--- config.mk ---
export PLATFORM = sky130hd
export DESIGN_NAME = conv_seq_ctrl
export DESIGN_NICKNAME = d
export VERILOG_FILES = /design/src/rtl/conv_seq_ctrl.sv
export SDC_FILE = /design/constraint.sdc
export NUM_CORES = 1
export LEC_CHECK = 0
export CAP_MARGIN = 20
export CELL_PAD_IN_SITES_DETAIL_PLACEMENT = 2
export CELL_PAD_IN_SITES_GLOBAL_PLACEMENT = 2
export CORE_MARGIN = 2
export CORE_UTILIZATION = 28
export CTS_CLUSTER_DIAMETER = 80
export DETAILED_ROUTE_END_ITERATION = 12
export PLACE_DENSITY = 0.67
export SYNTH_ARGS = -nofsm -noshare
export SYNTH_HDL_FRONTEND = slang
export SYNTH_SLANG_ARGS = --single-unit
--- constraint.sdc ---
create_clock -name clk -period 9.67 [get_ports clk]
set_clock_uncertainty 0.05 [all_clocks]
set_input_delay 2.4175 -clock clk [delete_from_list [all_inputs] [get_ports clk]]
set_output_delay 2.4175 -clock clk [all_outputs]
set_load 0.02 [all_outputs]
--- src/rtl/conv_seq_ctrl.sv ---
// conv_seq_ctrl: sequences weight load, activation load, execute and psum write-back
// over every kernel position of a 3x3 convolution pass.
module conv_seq_ctrl #(
   parameter int col     = 8,
   parameter int row     = 8,
   parameter int len_nij = 36,
   parameter int nij_sz  = 6,
   parameter int len_kij = 9,
   parameter int htiles  = 2
) (
   input  logic        clk,
   input  logic        reset,
   input  logic        start,
   input  logic        abort,
   output logic [33:0] inst,
   output logic        core_rst,
   output logic        mode,
   output logic        sel,
   output logic        relu,
   output logic [1:0]  tile,
   output logic        busy,
   output logic        done,
   output logic [3:0]  kij
);
   localparam logic [33:0] IDLE_W = 34'h1_800C_0000;
   typedef enum logic [3:0] {
      IDLE, CRST, CWAIT, KPRE, KLD, KGAP, AL0, AGAP, EXEC, EGAP, OPRE, OWR, OCLS, DRAIN, DONE
   } st_e;
   st_e         st_q, st_d;
   logic [15:0] t_q, t_d, len;
   logic [3:0]  j_q, j_d, kij_q, kij_d;
   logic [33:0] inst_q, inst_d;
   logic [1:0]  tile_q, tile_d;
   logic        core_rst_q, core_rst_d, mode_q, mode_d, sel_q, sel_d, relu_q, relu_d;
   logic        busy_q, busy_d, done_q, done_d;
   logic [10:0] wb, pb, a_x, a_p;
   logic        fin, kpre, kld, kgap, al0, agap, exe, opre, owr, l0_wr;
   always_comb begin
      len = (st_q == CWAIT || st_q == DRAIN) ? 16'd2 :
            (st_q == KLD) ? 16'(row + 2 * col) :
            (st_q == AL0 || st_q == OWR) ? 16'(len_nij) :
            (st_q == EXEC) ? 16'(len_nij + 2 * col) : 16'd1;
      fin = t_q == len - 16'd1;
      st_d = st_q;
      t_d = fin ? 16'd0 : t_q + 16'd1;
      j_d = j_q;
      kij_d = kij_q;
      if (st_q == IDLE) begin
         st_d = (start && !abort) ? CRST : IDLE;
         j_d = 4'd0;
         kij_d = 4'd0;
      end else if (fin) begin
         if (st_q == KGAP && j_q != 4'(htiles - 1)) begin
            st_d = KPRE;
            j_d = j_q + 4'd1;
         end else if (st_q == DRAIN && kij_q != 4'(len_kij - 1)) begin
            st_d = CRST;
            kij_d = kij_q + 4'd1;
            j_d = 4'd0;
         end else begin
            st_d = (st_q == DONE) ? IDLE : st_e'(st_q + 4'd1);
         end
      end
      if (abort && st_q != IDLE) begin
         st_d = IDLE;
         t_d = 16'd0;
         j_d = 4'd0;
         kij_d = 4'd0;
      end
      // outputs are derived from the next state so they line up with it once registered
      kpre = st_d == KPRE;
      kld = st_d == KLD;
      kgap = st_d == KGAP;
      al0 = st_d == AL0;
      agap = st_d == AGAP;
      exe = st_d == EXEC;
      opre = st_d == OPRE;
      owr = st_d == OWR;
      wb = 11'(32'h400 + (32'(kij_d) * htiles + 32'(j_d)) * 2 * col);
      pb = 11'(32'd0 - (32'(kij_d) % 3 + (32'(kij_d) / 3) * nij_sz));
      l0_wr = kpre || (kld && t_d < 16'(2 * col - 1)) || al0;
      a_x = kpre ? wb : kld ? wb + 11'(t_d) + 11'd1 : al0 ? 11'(t_d) : 11'd0;
      a_p = opre ? pb : owr ? pb + 11'(t_d) : 11'd0;
      inst_d = {(opre || owr) && kij_d != 4'd0, !owr, !owr, a_p, !l0_wr, 1'b1, a_x,
                opre || owr, 2'b00, kld || exe, l0_wr,
                exe && t_d < 16'(len_nij), kld && t_d < 16'(2 * col)};
      core_rst_d = st_d == CRST || (abort && st_q != IDLE);
      mode_d = 1'b0;
      tile_d = (kpre || kld || kgap) ? 2'(2'b01 << j_d) : (al0 || agap || exe) ? 2'b11 : 2'b01;
      sel_d = opre ? kij_d[0] : sel_q;
      relu_d = (st_d == IDLE || st_d == DONE) ? 1'b0 : opre ? kij_d == 4'(len_kij - 1) : relu_q;
      busy_d = st_d != IDLE && st_d != DONE;
      done_d = st_d == DONE;
   end
   always_ff @(posedge clk or posedge reset) begin
      if (reset) begin
         st_q <= IDLE;
         t_q <= 16'd0;
         j_q <= 4'd0;
         kij_q <= 4'd0;
         inst_q <= IDLE_W;
         core_rst_q <= 1'b0;
         mode_q <= 1'b0;
         sel_q <= 1'b0;
         relu_q <= 1'b0;
         tile_q <= 2'b01;
         busy_q <= 1'b0;
         done_q <= 1'b0;
      end else begin
         st_q <= st_d;
         t_q <= t_d;
         j_q <= j_d;
         kij_q <= kij_d;
         inst_q <= inst_d;
         core_rst_q <= core_rst_d;
         mode_q <= mode_d;
         sel_q <= sel_d;
         relu_q <= relu_d;
         tile_q <= tile_d;
         busy_q <= busy_d;
         done_q <= done_d;
      end
   end
   assign inst = inst_q;
   assign core_rst = core_rst_q;
   assign mode = mode_q;
   assign sel = sel_q;
   assign relu = relu_q;
   assign tile = tile_q;
   assign busy = busy_q;
   assign done = done_q;
   assign kij = kij_q;
endmodule

==> flow_metrics.tcl, run 1 <==
set metrics [dict create \
    outcome "finished, final reports clean" \
    synth_edf_count 0 \
    peakVddDrop_mv 0.08230 \
    postSynthCellCount 611 \
    core_area_sq_um 18640 \
    maxCapViolCount 0 \
    final_cell_mix "nor2_1 (67), dfrtp_1 (62), a21oi_1 (48)" \
    maxSlewHeadroom_pct 26.58 \
    viasPerCell 5.351 \
    synth_top_area_share_pct 29.25 \
    synth_cell_types 77 \
    final_common_cell "nor2_1" \
    layout_min_cycle_time_ps 9188 \
    hold_depth 2 \
    synth_xor_area_share_pct 9.245 \
    root_buffer "clkbuf_16" \
    placed_area_sq_um 5989 \
    finalHoldViolations 0 \
    wl_met1_um 7897 \
    slew_viol_final 0 \
    comb_power_share_pct 18.0 \
    grt-ovfl-total 0 \
    crit_arrival_ps 9410 \
    r2r_end "inst[30]$_DFF_PP0_" \
    timing.rr.start "st_q[1]$_DFF_PP0_" \
    cp_common_cell "ha_1" \
    ios 50 \
    slowest_stage "a2111oi_2" \
    worstSetupStartpointType "input port" \
    worst_pin_slew_ps 1092 \
    die_area_sq_um 20060 \
    seq_area_frac_synth_pct 30.73 \
    die-height_um 141.6 \
    synth-async-reset-ratio_pct 100.0 \
    synth.area.top_cells "dfrtp_1 (29%), ha_1 (11%), xnor2_1 (6.1%), nor2_1 (4.7%), a21oi_1 (4.6%)" \
    grt_antenna_before_repair 0 \
    routed_wl_um 17710 \
    grt_pass1_wl_um 28620 \
    nNetsFinal 705 \
    row_count 50 \
    min_from "sel$_DFFE_PP0P_" \
    grt_max_degree 66 \
    place_congestion 0.7982 \
    netlist_area_sq_um 5305 \
    hold_path_class "reg2reg" \
    synth_top_family_by_area "simple AND/OR/NAND/NOR gates" \
    synth_fa_ha_area_share_pct 12.12 \
    intPower_mw 0.5289 \
    avgSynthCellArea_sq_um 8.683 \
    h-tree-depth 3 \
    cts_sinks 65 \
    setup_violations 0 \
    pwr-share-clk_pct 44.5 \
    clk_path_buf_depth 2 \
    power_density_nw_per_um2 124.0 \
    reg2reg_setup_slack_ps 1050 \
    ys_ff_latch 65 \
    drc 0 \
    area_growth_pct 19.46 \
    path_clk_slew_ps 60 \
    critPathKind "in2reg" \
    portBuffers 45 \
    pwr-share-seq_pct 37.6 \
    synth_ff_type "dfrtp_1" \
    netSwitchingPower_mw 0.2567 \
    synthMuxAreaShare_pct 2.995 \
    max_freq_mhz 108.8 \
    die_w_um 141.6 \
    power_switching_share_pct 32.68 \
    dr.max_layer_used "met4" \
    ctsHoldBuffers 0 \
    holdPathEnd "sel$_DFFE_PP0P_" \
    diodes 0 \
    met2_length_um 9097 \
    cts_tree "done" \
    cts_made_buffers 9 \
    drive_gt1_share_pct 9.741 \
    synth_top_area_cell "dfrtp_1" \
    fin_crit_sh_pct 95.02 \
    drt_iter0_drc 212 \
    worst_path_largest_cell_delay_ps 560 \
    cp_max_fo 6 \
    insertion_delay_ps 340 \
    final_cell_area_sq_um 6337 \
    hold_slack_ps 450.2 \
    synthSimpleGateAreaFrac_pct 20.02 \
    cp.required_ps 9890 \
    rsz0062_at_grt "no" \
    critPathCaptureType "register" \
    nFillCells 2066 \
    yosysWarningCount 0 \
    vias 4768 \
    synth-compound-area-share_pct 19.03 \
    dr_wl_met3_um 424 \
    avgRoutedWirePerCell_um 19.87 \
    critPathLaunch "abort" \
    grt_pass1_vias 5253 \
    start_util_pct 28.46 \
    hpwl_um 13590 \
    ant_nets 0 \
    p_leak_nw 2.768 \
    grt_util_all_layers_pct 18.29 \
    drt_first_pass_iters 4 \
    rr_worst_depth 35 \
]
-- power groups by stage --
stage | sequential, mW | combinational, mW | clock [mW]
6_report | 0.295 | 0.141 | 0.349
3_3_place_gp | 0.299 | 0.140 | 0
2_1_floorplan | 0.297 | 0.0949 | 0
4_1_cts | 0.295 | 0.143 | 0.361
5_1_grt | 0.297 | 0.156 | 0.372
3_5_place_dp | 0.300 | 0.144 | 0
-- routing by layer --
metal  GRT usage [%]  vias up
met5               0        -
met4           5.053        0
met3           2.666       17
met2           32.86       54
met1           22.86     2465
li1                -     2232
-- through the flow --
| step | utilization [%] | setup TNS, ps | instances | power [mW] | setup slack, ps |
|---|---|---|---|---|---|
| global route | 33.99 | 0 | 891 | 0.8249 | 40.75 |
| floorplan | - | 0 | 613 | 0.3923 | 883.0 |
| finish | 33.99 | 0 | 891 | 0.7856 | 481.8 |
| CTS | 33.79 | 0 | 890 | 0.7988 | 131.1 |
| global placement | 32.13 | 0 | 874 | 0.4386 | 293.6 |
| detailed placement | 32.13 | -156.5 | 874 | 0.4437 | -156.5 |
-- sequential cells by signal (all words and copies together) (netlist names) --
name,cells
tile,2
sel,1
t_q,16
kij,4
inst,30
done,1
core_rst,1
relu,1
j_q,4
busy,1
st_q,4
-- worst max path at each step --
stage | endpoint | slack [ps] | depth (start not counted)
final | inst[30]$_DFF_PP0_ | 480 | 34
after global routing | inst[30]$_DFF_PP0_ | 40 | 34
after CTS | inst[30]$_DFF_PP0_ | 130 | 36
after detailed placement | inst[30]$_DFF_PP0_ | -160 | 36
after global placement | inst[30]$_DFF_PP0_ | 290 | 36
after floorplan | inst[30]$_DFF_PP0_ | 880 | 36
-- timing repair --
action / CTS / global route
buffers inserted: 0 / 1
setup endpoints to repair: 0 / 1
resized for setup: 0 / 8
-- worst max-delay path, delay by kind of cell --
kind / cells / cell delay, ps
AO/OA/AOI/OAI: 10 / 2040
adder cells (fa/ha/maj): 6 / 1790
AND/OR/NAND/NOR: 7 / 880
buffers and inverters: 4 / 850
XOR/XNOR: 4 / 710
multiplexers: 3 / 690
-- layout make-up --
cell class	instances	area (sq um)	share of cell area, %
multi-input combinational	479	3411	53.82
sequential	65	1630	25.73
timing repair buffer	58	548.0	8.648
tap	234	292.8	4.620
clock buffer	9	225.2	3.554
inverter	39	146.4	2.310
clock inverter	7	83.83	1.323
-- cells by family (layout without fill, tap and decap cells) --
family	after synthesis	count (layout)
simple gates	212	212
compound gates	143	143
other cells	2	4
mux	15	15
flops	65	65
buf+inv	69	113
fa+ha+maj	49	49
xor+xnor	56	56
-- cell usage after synthesis, types with 3 or more instances --
cell	n
buf_4	9
or3_1	3
mux2i_1	10
xnor2_1	37
fa_1	4
a211oi_1	4
inv_1	37
and2_1	7
clkbuf_1	10
o21bai_1	13
nand2_1	44
nor2b_1	5
or4_1	3
nand4_1	4
a211o_1	3
nand3_1	27
a21o_1	6
a21oi_1	49
a31oi_1	5
xor2_1	19
nor4_1	7
buf_1	3
a31o_2	3
and3_1	11
o21ai_0	21
nor4b_1	3
buf_2	8
nor3_1	8
dfrtp_1	62
nor2_1	67
nand2b_1	5
ha_1	45
a211oi_2	3
dfstp_2	3
Power figures use the tool's default switching activity.
==> run 2: changes to the inputs <==
--- a/config.mk
+++ b/config.mk
@@ -16,3 +16,4 @@
 export SYNTH_ARGS = -nofsm -noshare
 export SYNTH_HDL_FRONTEND = slang
 export SYNTH_SLANG_ARGS = --single-unit
+export TNS_END_PERCENT = 50
==> results of run 2 <==
Same layout as run 1: the final DEF is identical, and so are final timing and power.
